$ cat src/rtl/fifo_uart_tx.sv
// fifo_uart_tx: sole reader of a synchronous FIFO; pops one word at a time and sends it as a UART frame.
// Optional feature macro: FIFO_UART_TX_PARITY_EN adds one even-parity bit between the data and stop bits.
module fifo_uart_tx #(
    parameter int size         = 8,
    parameter int CLKS_PER_BIT = 16
) (
    input  logic            clk,
    input  logic            rst,
    input  logic            empty,
    input  logic [size-1:0] r_data,
    output logic            r_en,
    output logic            tx,
    output logic            busy
);

    localparam int BAUD_W = (CLKS_PER_BIT > 1) ? $clog2(CLKS_PER_BIT) : 1;
    localparam int BIT_W  = (size > 1) ? $clog2(size) : 1;
    localparam logic [BAUD_W-1:0] BAUD_LAST = BAUD_W'(CLKS_PER_BIT - 1);
    localparam logic [BIT_W-1:0]  BIT_LAST  = BIT_W'(size - 1);

    typedef enum logic [2:0] {
        IDLE   = 3'd0,
        POP    = 3'd1,
        LOAD   = 3'd2,
        START  = 3'd3,
        DATA   = 3'd4,
`ifdef FIFO_UART_TX_PARITY_EN
        PARITY = 3'd5,
`endif
        STOP   = 3'd6
    } state_t;

    state_t            r_state;
    state_t            w_nextState;
    logic [size-1:0]   r_shift;
    logic [BAUD_W-1:0] r_baud;
    logic [BIT_W-1:0]  r_bitCnt;
    logic              w_baudDone;
    logic              w_bitLast;
`ifdef FIFO_UART_TX_PARITY_EN
    logic              r_parity;
`endif

    assign w_baudDone = (r_baud == BAUD_LAST);
    assign w_bitLast  = (r_bitCnt == BIT_LAST);

    always_ff @(posedge clk or negedge rst) begin
        if (!rst) begin
            r_state <= IDLE;
        end else begin
            r_state <= w_nextState;
        end
    end

    always_comb begin
        w_nextState = r_state;
        case (r_state)
            IDLE: begin
                if (!empty) begin
                    w_nextState = POP;
                end
            end
            POP: begin
                w_nextState = LOAD;
            end
            LOAD: begin
                w_nextState = START;
            end
            START: begin
                if (w_baudDone) begin
                    w_nextState = DATA;
                end
            end
            DATA: begin
                if (w_baudDone && w_bitLast) begin
`ifdef FIFO_UART_TX_PARITY_EN
                    w_nextState = PARITY;
`else
                    w_nextState = STOP;
`endif
                end
            end
`ifdef FIFO_UART_TX_PARITY_EN
            PARITY: begin
                if (w_baudDone) begin
                    w_nextState = STOP;
                end
            end
`endif
            STOP: begin
                if (w_baudDone) begin
                    w_nextState = IDLE;
                end
            end
            default: begin
                w_nextState = IDLE;
            end
        endcase
    end

    // Word capture, bit timing and shifting; the baud counter restarts at every bit boundary.
    always_ff @(posedge clk or negedge rst) begin
        if (!rst) begin
            r_shift  <= '0;
            r_baud   <= '0;
            r_bitCnt <= '0;
`ifdef FIFO_UART_TX_PARITY_EN
            r_parity <= 1'b0;
`endif
        end else begin
            case (r_state)
                LOAD: begin
                    r_shift  <= r_data;
                    r_baud   <= '0;
                    r_bitCnt <= '0;
`ifdef FIFO_UART_TX_PARITY_EN
                    r_parity <= ^r_data;
`endif
                end
                START: begin
                    if (w_baudDone) begin
                        r_baud   <= '0;
                        r_bitCnt <= '0;
                    end else begin
                        r_baud <= r_baud + 1'b1;
                    end
                end
                DATA: begin
                    if (w_baudDone) begin
                        r_baud  <= '0;
                        r_shift <= r_shift >> 1;
                        if (!w_bitLast) begin
                            r_bitCnt <= r_bitCnt + 1'b1;
                        end
                    end else begin
                        r_baud <= r_baud + 1'b1;
                    end
                end
`ifdef FIFO_UART_TX_PARITY_EN
                PARITY: begin
                    if (w_baudDone) begin
                        r_baud <= '0;
                    end else begin
                        r_baud <= r_baud + 1'b1;
                    end
                end
`endif
                STOP: begin
                    if (w_baudDone) begin
                        r_baud <= '0;
                    end else begin
                        r_baud <= r_baud + 1'b1;
                    end
                end
                default: begin
                    r_baud <= '0;
                end
            endcase
        end
    end

    // Outputs decode the registered state only, so reset forces tx high without waiting for a clock.
    always_comb begin
        tx   = 1'b1;
        r_en = 1'b0;
        busy = 1'b1;
        case (r_state)
            IDLE: begin
                busy = 1'b0;
            end
            POP: begin
                r_en = 1'b1;
            end
            START: begin
                tx = 1'b0;
            end
            DATA: begin
                tx = r_shift[0];
            end
`ifdef FIFO_UART_TX_PARITY_EN
            PARITY: begin
                tx = r_parity;
            end
`endif
            default: begin
                tx = 1'b1;
            end
        endcase
    end

endmodule

$ cat config.mk
export PLATFORM = sky130hd
export DESIGN_NAME = fifo_uart_tx
export DESIGN_NICKNAME = d
export VERILOG_FILES = /design/src/rtl/fifo_uart_tx.sv
export SDC_FILE = /design/constraint.sdc
export NUM_CORES = 1
export LEC_CHECK = 0
export BUFFER_PORTS_ARGS = -buffer_cell sky130_fd_sc_hd__buf_2
export CORE_ASPECT_RATIO = 1.4
export CORE_UTILIZATION = 40
export CTS_CLUSTER_SIZE = 12
export DETAILED_ROUTE_END_ITERATION = 7
export PLACE_DENSITY = 0.67
export SLEW_MARGIN = 40
export SYNTH_ARGS = -nofsm -noshare
export SYNTH_HDL_FRONTEND = slang
export SYNTH_SLANG_ARGS = --single-unit
$ cat constraint.sdc
create_clock -name clk -period 1.6 [get_ports clk]
set_clock_uncertainty 0.05 [all_clocks]
set_input_delay 0.08 -clock clk [delete_from_list [all_inputs] [get_ports clk]]
set_output_delay 0.08 -clock clk [all_outputs]
set_load 0.01 [all_outputs]
# After elaboration in Yosys (flattened, before gate mapping)

Index checks and enable logic that the tools add are counted.

$add $sub $neg: 2
Equality and inequality tests: 13
Mux-type cells: 15
Reduce and logical (&&, ||, !) cells: 8

Operators by type and width:

| kind                | count |
|---|---|
| $mux 3              | 6 |
| $pmux 3 s6          | 1 |
| $pmux 8 s2          | 1 |
| $ne 2x2->1 const B  | 6 |
| $eq 3x3->1 const B  | 3 |
| $pmux 3 s3          | 1 |
| $mux 4              | 2 |
| $mux 8              | 1 |
| $reduce_and 4->1    | 2 |
| $eq 3x2->1 const B  | 2 |
| $add 4x1->4 const B | 1 |
| $eq 4x4->1 const B  | 1 |
| $add 3x1->3 const B | 1 |
| $eq 3x1->1 const B  | 1 |
| $logic_not 3->1     | 1 |
| $reduce_bool 3->1   | 1 |
| $reduce_or 3->1     | 1 |
| $mux 1              | 2 |
| $pmux 1 s2          | 1 |
| $reduce_and 2->1    | 1 |
| $reduce_bool 2->1   | 1 |
| $logic_and 1x1->1   | 1 |

Flip-flop bits (word level): 18

# Depth between registers and ports, before layout

Depth after elaboration: 4
Gate-level depth with buffers: 6

# Least setup slack after synthesis

Ideal clock, no wire load.

Kind: register to register
From: register r_baud[0]
To: register r_shift[0]
Setup time: 125 ps
Arrival time: 1479 ps
Slack: -54 ps
Cell stages (with the launch flop): 7
Period minus slack after synthesis: 1654 ps
Cells stage by stage: dfrtp_1 -> ha_1 -> and3_4 -> buf_6 -> a21o_1 -> buf_6 -> mux2_4

Word-level cells in the longest chain between the ends: 3

RTL lines:

| item                              | RTL line | RTL |
|---|---|---|
| from (decl)                       | 36       | `logic [BAUD_W-1:0] r_baud;` |
| from (signal assigned)            | 125      | `r_baud <= r_baud + 1'b1;` |
| from (signal assigned)            | 136      | `r_baud <= r_baud + 1'b1;` |
| from (signal assigned)            | 152      | `r_baud <= r_baud + 1'b1;` |
| $eq 4x4->1                        | 44       | `assign w_baudDone = (r_baud == BAUD_LAST);` |
| $ne 2x2->1 (no source line)       | --       |  |
| $reduce_and 2->1 (no source line) | --       |  |
| to (signal assigned)              | 113      | `r_shift <= r_data;` |
| to (signal assigned)              | 131      | `r_shift <= r_shift >> 1;` |
| to (decl)                         | 35       | `logic [size-1:0] r_shift;` |

Every way passes these cells.
A chain may end at the register's enable or synchronous reset.

# Final worst setup path

From: register r_state[0]
To: register r_shift[0]

Word-level cells in the longest chain between the ends: 3
Elaborated cells on any way between the ends: 6
Those cells by class: eq/ne: 3; mux: 1; reduce/logical: 2

RTL lines:

| item                                                             | RTL line | RTL |
|---|---|---|
| from (decl)                                                      | 33       | `state_t r_state;` |
| from (signal assigned)                                           | 51       | `r_state <= w_nextState;` |
| $eq 3x3->1 or $eq 3x2->1 (tied branches)                         | 111      | `case (r_state)` |
| $ne 2x2->1 (no source line) or $reduce_bool 2->1 (tied branches) | --       |  |
| $reduce_and 2->1 (no source line)                                | --       |  |

Parallel ways exist; a longest one is shown, timed or not.

==> flow_summary.html <==
<table>
<tr><th>Metric</th><th>Value</th></tr>
<tr><th colspan="2">Die</th></tr>
<tr><td>Vertical die dimension</td><td>61.63 µm</td></tr>
<tr><td>Die W</td><td>44.60 µm</td></tr>
<tr><td>Die Area</td><td>2748 µm²</td></tr>
<tr><td>Starting density of the core</td><td>0.4249</td></tr>
<tr><td>Number of top-level pins</td><td>14</td></tr>
<tr><td>Cell row count</td><td>21</td></tr>
<tr><td>Core Region</td><td>2391 µm²</td></tr>
<tr><th colspan="2">Logic synthesis</th></tr>
<tr><td>Number of distinct library cells after synthesis</td><td>31</td></tr>
<tr><td>#FFs+latches synth</td><td>18</td></tr>
<tr><td>Post-synth EDFFs</td><td>0</td></tr>
<tr><td>Combined area of all synthesized cells</td><td>1016 µm²</td></tr>
<tr><td>Main synth FF type</td><td>sky130_fd_sc_hd__dfrtp_1</td></tr>
<tr><td>Async set or reset register ratio after synthesis</td><td>1.000</td></tr>
<tr><td>Share of synthesized area occupied by flip-flops and latches</td><td>0.4433</td></tr>
<tr><td>Cell type with the largest total area after synthesis</td><td>sky130_fd_sc_hd__dfrtp_1</td></tr>
<tr><td>Per-instance average area after synthesis</td><td>12.39 µm²</td></tr>
<tr><td>Main area contributors after synthesis</td><td>sky130_fd_sc_hd__dfrtp_1 (44%), sky130_fd_sc_hd__mux2_4 (10%), sky130_fd_sc_hd__mux2_2 (10%), sky130_fd_sc_hd__ha_1 (3.7%), sky130_fd_sc_hd__nor2b_1 (3.1%)</td></tr>
<tr><td>Yosys warnings</td><td>0</td></tr>
<tr><td>Leading post-synthesis cells by instance count</td><td>sky130_fd_sc_hd__dfrtp_1 (18), sky130_fd_sc_hd__mux2_2 (9), sky130_fd_sc_hd__mux2_4 (7)</td></tr>
<tr><td>Dominant cell by count in the synthesized netlist</td><td>sky130_fd_sc_hd__dfrtp_1</td></tr>
<tr><td>Net Count, Synth</td><td>96</td></tr>
<tr><td>Gate count after technology mapping</td><td>82</td></tr>
<tr><td>Fraction of synthesized cell area taken by the top area cell type</td><td>0.4433</td></tr>
<tr><th colspan="2">Global routing</th></tr>
<tr><td>Pin count of the biggest net entering global routing</td><td>19</td></tr>
<tr><td>Total global routing overflow</td><td>0</td></tr>
<tr><td>All-Layer GR Usage</td><td>0.1646</td></tr>
<tr><td>Wire length of the first global-routing pass</td><td>~3300 µm</td></tr>
<tr><td>Number of antenna violations at the first check in global routing</td><td>0</td></tr>
<tr><td>Vias in the first global route</td><td>756</td></tr>
<tr><th colspan="2">Worst setup path</th></tr>
<tr><td>Arrival time at the worst endpoint</td><td>1.78 ns</td></tr>
<tr><td>Worst EP required</td><td>1.73 ns</td></tr>
<tr><td>Critical R2R Capture</td><td>r_shift[0]$_DFFE_PN0P_</td></tr>
<tr><td>Highest fanout seen on the critical path</td><td>7</td></tr>
<tr><td>RR Startpoint</td><td>r_state[0]$_DFFE_PN0P_</td></tr>
<tr><td>Critical Path End Type</td><td>flop</td></tr>
<tr><td>Crit Path Class</td><td>reg -&gt; reg</td></tr>
<tr><td>Reg-to-reg setup timing slack</td><td>-0.05 ns</td></tr>
<tr><td>Number of cells on the worst reg-to-reg path</td><td>5</td></tr>
<tr><td>Setup crit start kind</td><td>flop</td></tr>
<tr><th colspan="2">CTS</th></tr>
<tr><td>Clk slew on worst S/H paths</td><td>0.10 ns</td></tr>
<tr><td>Number of sinks driven by the clock tree</td><td>18</td></tr>
<tr><td>Root buffer selected by CTS</td><td>sky130_fd_sc_hd__clkbuf_4</td></tr>
<tr><td>Clock tree from TritonCTS</td><td>done</td></tr>
<tr><td>Longest Clk Path Bufs</td><td>2</td></tr>
<tr><td>Insertion delay to the later sink of the worst-skew pair</td><td>around 0.29 ns</td></tr>
<tr><td>Number of clock buffers inserted by TritonCTS</td><td>3</td></tr>
<tr><td>H-tree levels</td><td>1</td></tr>
<tr><th colspan="2">Hold path</th></tr>
<tr><td>Class of the worst hold path</td><td>in -&gt; reg</td></tr>
<tr><td>Destination of the worst hold path</td><td>r_state[0]$_DFFE_PN0P_</td></tr>
<tr><td>Instance count along the most critical hold path</td><td>4</td></tr>
<tr><td>Worst Hold Launch</td><td>empty</td></tr>
<tr><th colspan="2">Routing</th></tr>
<tr><td>Post-detailed-route count of antenna-violating nets</td><td>0</td></tr>
<tr><td>Detailed-routing iteration count for the pre-antenna-repair pass</td><td>4</td></tr>
<tr><td>Iteration-0 DRC Markers</td><td>13</td></tr>
<tr><td>Total number of vias</td><td>747</td></tr>
<tr><td>Post-DR wirelength/cell</td><td>13.97 µm</td></tr>
<tr><td>Total length of routed wires</td><td>2095 µm</td></tr>
<tr><td>Residual DRC</td><td>0</td></tr>
<tr><td>Via density per instance</td><td>4.980</td></tr>
<tr><th colspan="2">STA</th></tr>
<tr><td>Worst-margin pin slew</td><td>just over 0.4 ns</td></tr>
<tr><td>Relative max-transition margin</td><td>0.7306</td></tr>
<tr><td>Peak clock frequency supported by timing</td><td>605.1 MHz</td></tr>
<tr><td>Max Transition Viols Final</td><td>0</td></tr>
<tr><td>Hold Violations, Final</td><td>0</td></tr>
<tr><td>Setup repair after global routing missed its margin</td><td>true</td></tr>
<tr><td>Period utilization</td><td>1.033</td></tr>
<tr><td>Setup ws final</td><td>-0.05269 ns</td></tr>
<tr><td>Setup violation total in the final timing report</td><td>8</td></tr>
<tr><td>Final min period</td><td>1.653 ns</td></tr>
<tr><th colspan="2">Layout</th></tr>
<tr><td>Layout area overhead</td><td>36.70%</td></tr>
<tr><td>Share of final-layout standard cells stronger than drive strength 1</td><td>0.5603</td></tr>
<tr><td>Final standard cell utilization of the core</td><td>0.5808</td></tr>
<tr><td>Antenna diode instance count</td><td>0</td></tr>
<tr><td>Count of nets after finishing</td><td>131</td></tr>
<tr><th colspan="2">Placement</th></tr>
<tr><td>Detailed placer's ending HPWL</td><td>between 1000 and 1500 µm</td></tr>
<tr><td>Gpl congestion</td><td>0.7299</td></tr>
<tr><td>Count of port buffers added during placement</td><td>13</td></tr>
<tr><th colspan="2">Pwr</th></tr>
<tr><td>Final Power</td><td>a little under 0.002 W</td></tr>
<tr><td>Pleak</td><td>between 0.6 and 0.7 nW</td></tr>
<tr><td>Largest voltage drop on the vdd net</td><td>roughly 0.95 mV</td></tr>
<tr><td>Power per Cell Area</td><td>1395 nW/µm²</td></tr>
<tr><th colspan="2">Job</th></tr>
<tr><td>Max-cap violations</td><td>0</td></tr>
<tr><th colspan="2">Outcome</th></tr>
<tr><td>Violated checks</td><td>setup timing</td></tr>
<tr><td>Outcome</td><td>finished, violations left</td></tr>
</table>
logic make-up after synthesis:
family                     share of synthesized area
DFF                                           0.4433
adders and majority gates                    0.04680
xor gates and xnor gates                    0.008622
AOI/OAI and AO/OA                            0.08375
and+or+nand+nor                               0.1687
muxes                                         0.2032
buffers and inverters                        0.04555
power breakdown:
part | leakage (nW) | internal, W | switching (W)
clock network | 0.0210 | 0.000139 | 0.000137
registers | 0.219 | 0.000630 | 0.000139
logic | 0.395 | 0.000535 | 0.000358
final cells by class:
type,count,area (µm²)
clock buffer,4,36.28
sequential,18,450.4
timing repair buffer,35,262.8
tap,34,42.54
multi-input combinational,58,593.1
fill,214,1002
inverter,1,3.754
registers in the layout, summed over array words and instances, names as in the netlist:
name	cells
r_shift	8
r_baud	4
r_bitCnt	3
r_state	3
layer usage:
| metal | routed length, µm | vias up | part of all wire | global-route usage |
|---|---|---|---|---|
| li1 | - | 363 | - | - |
| met1 | 964 | 365 | 0.46 | 0.1937 |
| met2 | 1054 | 17 | 0.50 | 0.2899 |
| met3 | 55 | 2 | 0.026 | 0.02639 |
| met4 | 21 | 0 | 0.010 | 0.07792 |
| met5 | 0 | - | 0 | 0 |
worst max path at each step:
stage | start | end | slack [ns] | cells past startpoint
after floorplan | r_baud[0]$_DFF_PN0_ | r_shift[0]$_DFFE_PN0P_ | 0.006 | 6
after global placement | r_state[0]$_DFFE_PN0P_ | r_shift[0]$_DFFE_PN0P_ | 0.05 | 5
after detailed placement | r_bitCnt[0]$_DFFE_PN0P_ | r_bitCnt[0]$_DFFE_PN0P_ | 0.006 | 5
after CTS | r_state[1]$_DFFE_PN0P_ | tx | -0.06 | 5
after global routing | r_state[0]$_DFFE_PN0P_ | r_shift[0]$_DFFE_PN0P_ | -0.09 | 5
final | r_state[0]$_DFFE_PN0P_ | r_shift[0]$_DFFE_PN0P_ | -0.05 | 5
repair_timing:
action | in CTS | in global routing
hold endpoints to repair | 19 | 0
pin swaps | 2 | 5
cloned | 0 | 0
gates resized for setup | 7 | 13
hold buffers | 2 | 0
setup buffers | 3 | 7
setup endpoints to repair | 2 | 13
cell usage in the layout (no fill, tap or decap), types with 2 or more instances in the layout:
master                          netlist  layout
sky130_fd_sc_hd__a21oi_1              6       6
sky130_fd_sc_hd__a22o_1               2       2
sky130_fd_sc_hd__buf_2                1      13
sky130_fd_sc_hd__buf_4                2      15
sky130_fd_sc_hd__buf_6                2       4
sky130_fd_sc_hd__clkbuf_4             0       3
sky130_fd_sc_hd__dfrtp_1             18      18
sky130_fd_sc_hd__dlygate4sd3_1        0       2
sky130_fd_sc_hd__ha_2                 0       2
sky130_fd_sc_hd__mux2_2               9       2
sky130_fd_sc_hd__mux2_4               7      14
sky130_fd_sc_hd__nand2_1              2       2
sky130_fd_sc_hd__nor2_1               4       3
sky130_fd_sc_hd__nor2b_1              5       5
sky130_fd_sc_hd__o21ai_0              3       3
stage by stage:
step	cell area [µm²]	setup WS, ns	hold slack, ns	setup TNS, ns	cells
6_report	1389	-0.05269	0.04008	-0.3165	150
5_1_grt	1389	-0.09244	0.08430	-0.7594	150
4_1_cts	1275	-0.05933	0.02480	-0.4550	143
3_5_place_dp	1171	0.005955	-0.01647	0	134
3_3_place_gp	1171	0.04624	-0.02119	0	134
2_1_floorplan	1018	0.006206	-0.2656	0	82
critical path, stage by stage, from the launching register on:
cell and delay, ns:
sky130_fd_sc_hd__dfrtp_1 0.40, sky130_fd_sc_hd__buf_4 0.14, sky130_fd_sc_hd__nor3b_4 0.21, sky130_fd_sc_hd__buf_6 0.18, sky130_fd_sc_hd__mux2_4 0.31, sky130_fd_sc_hd__mux2_4 0.26
Note: power is estimated with default switching activity, not from simulation.
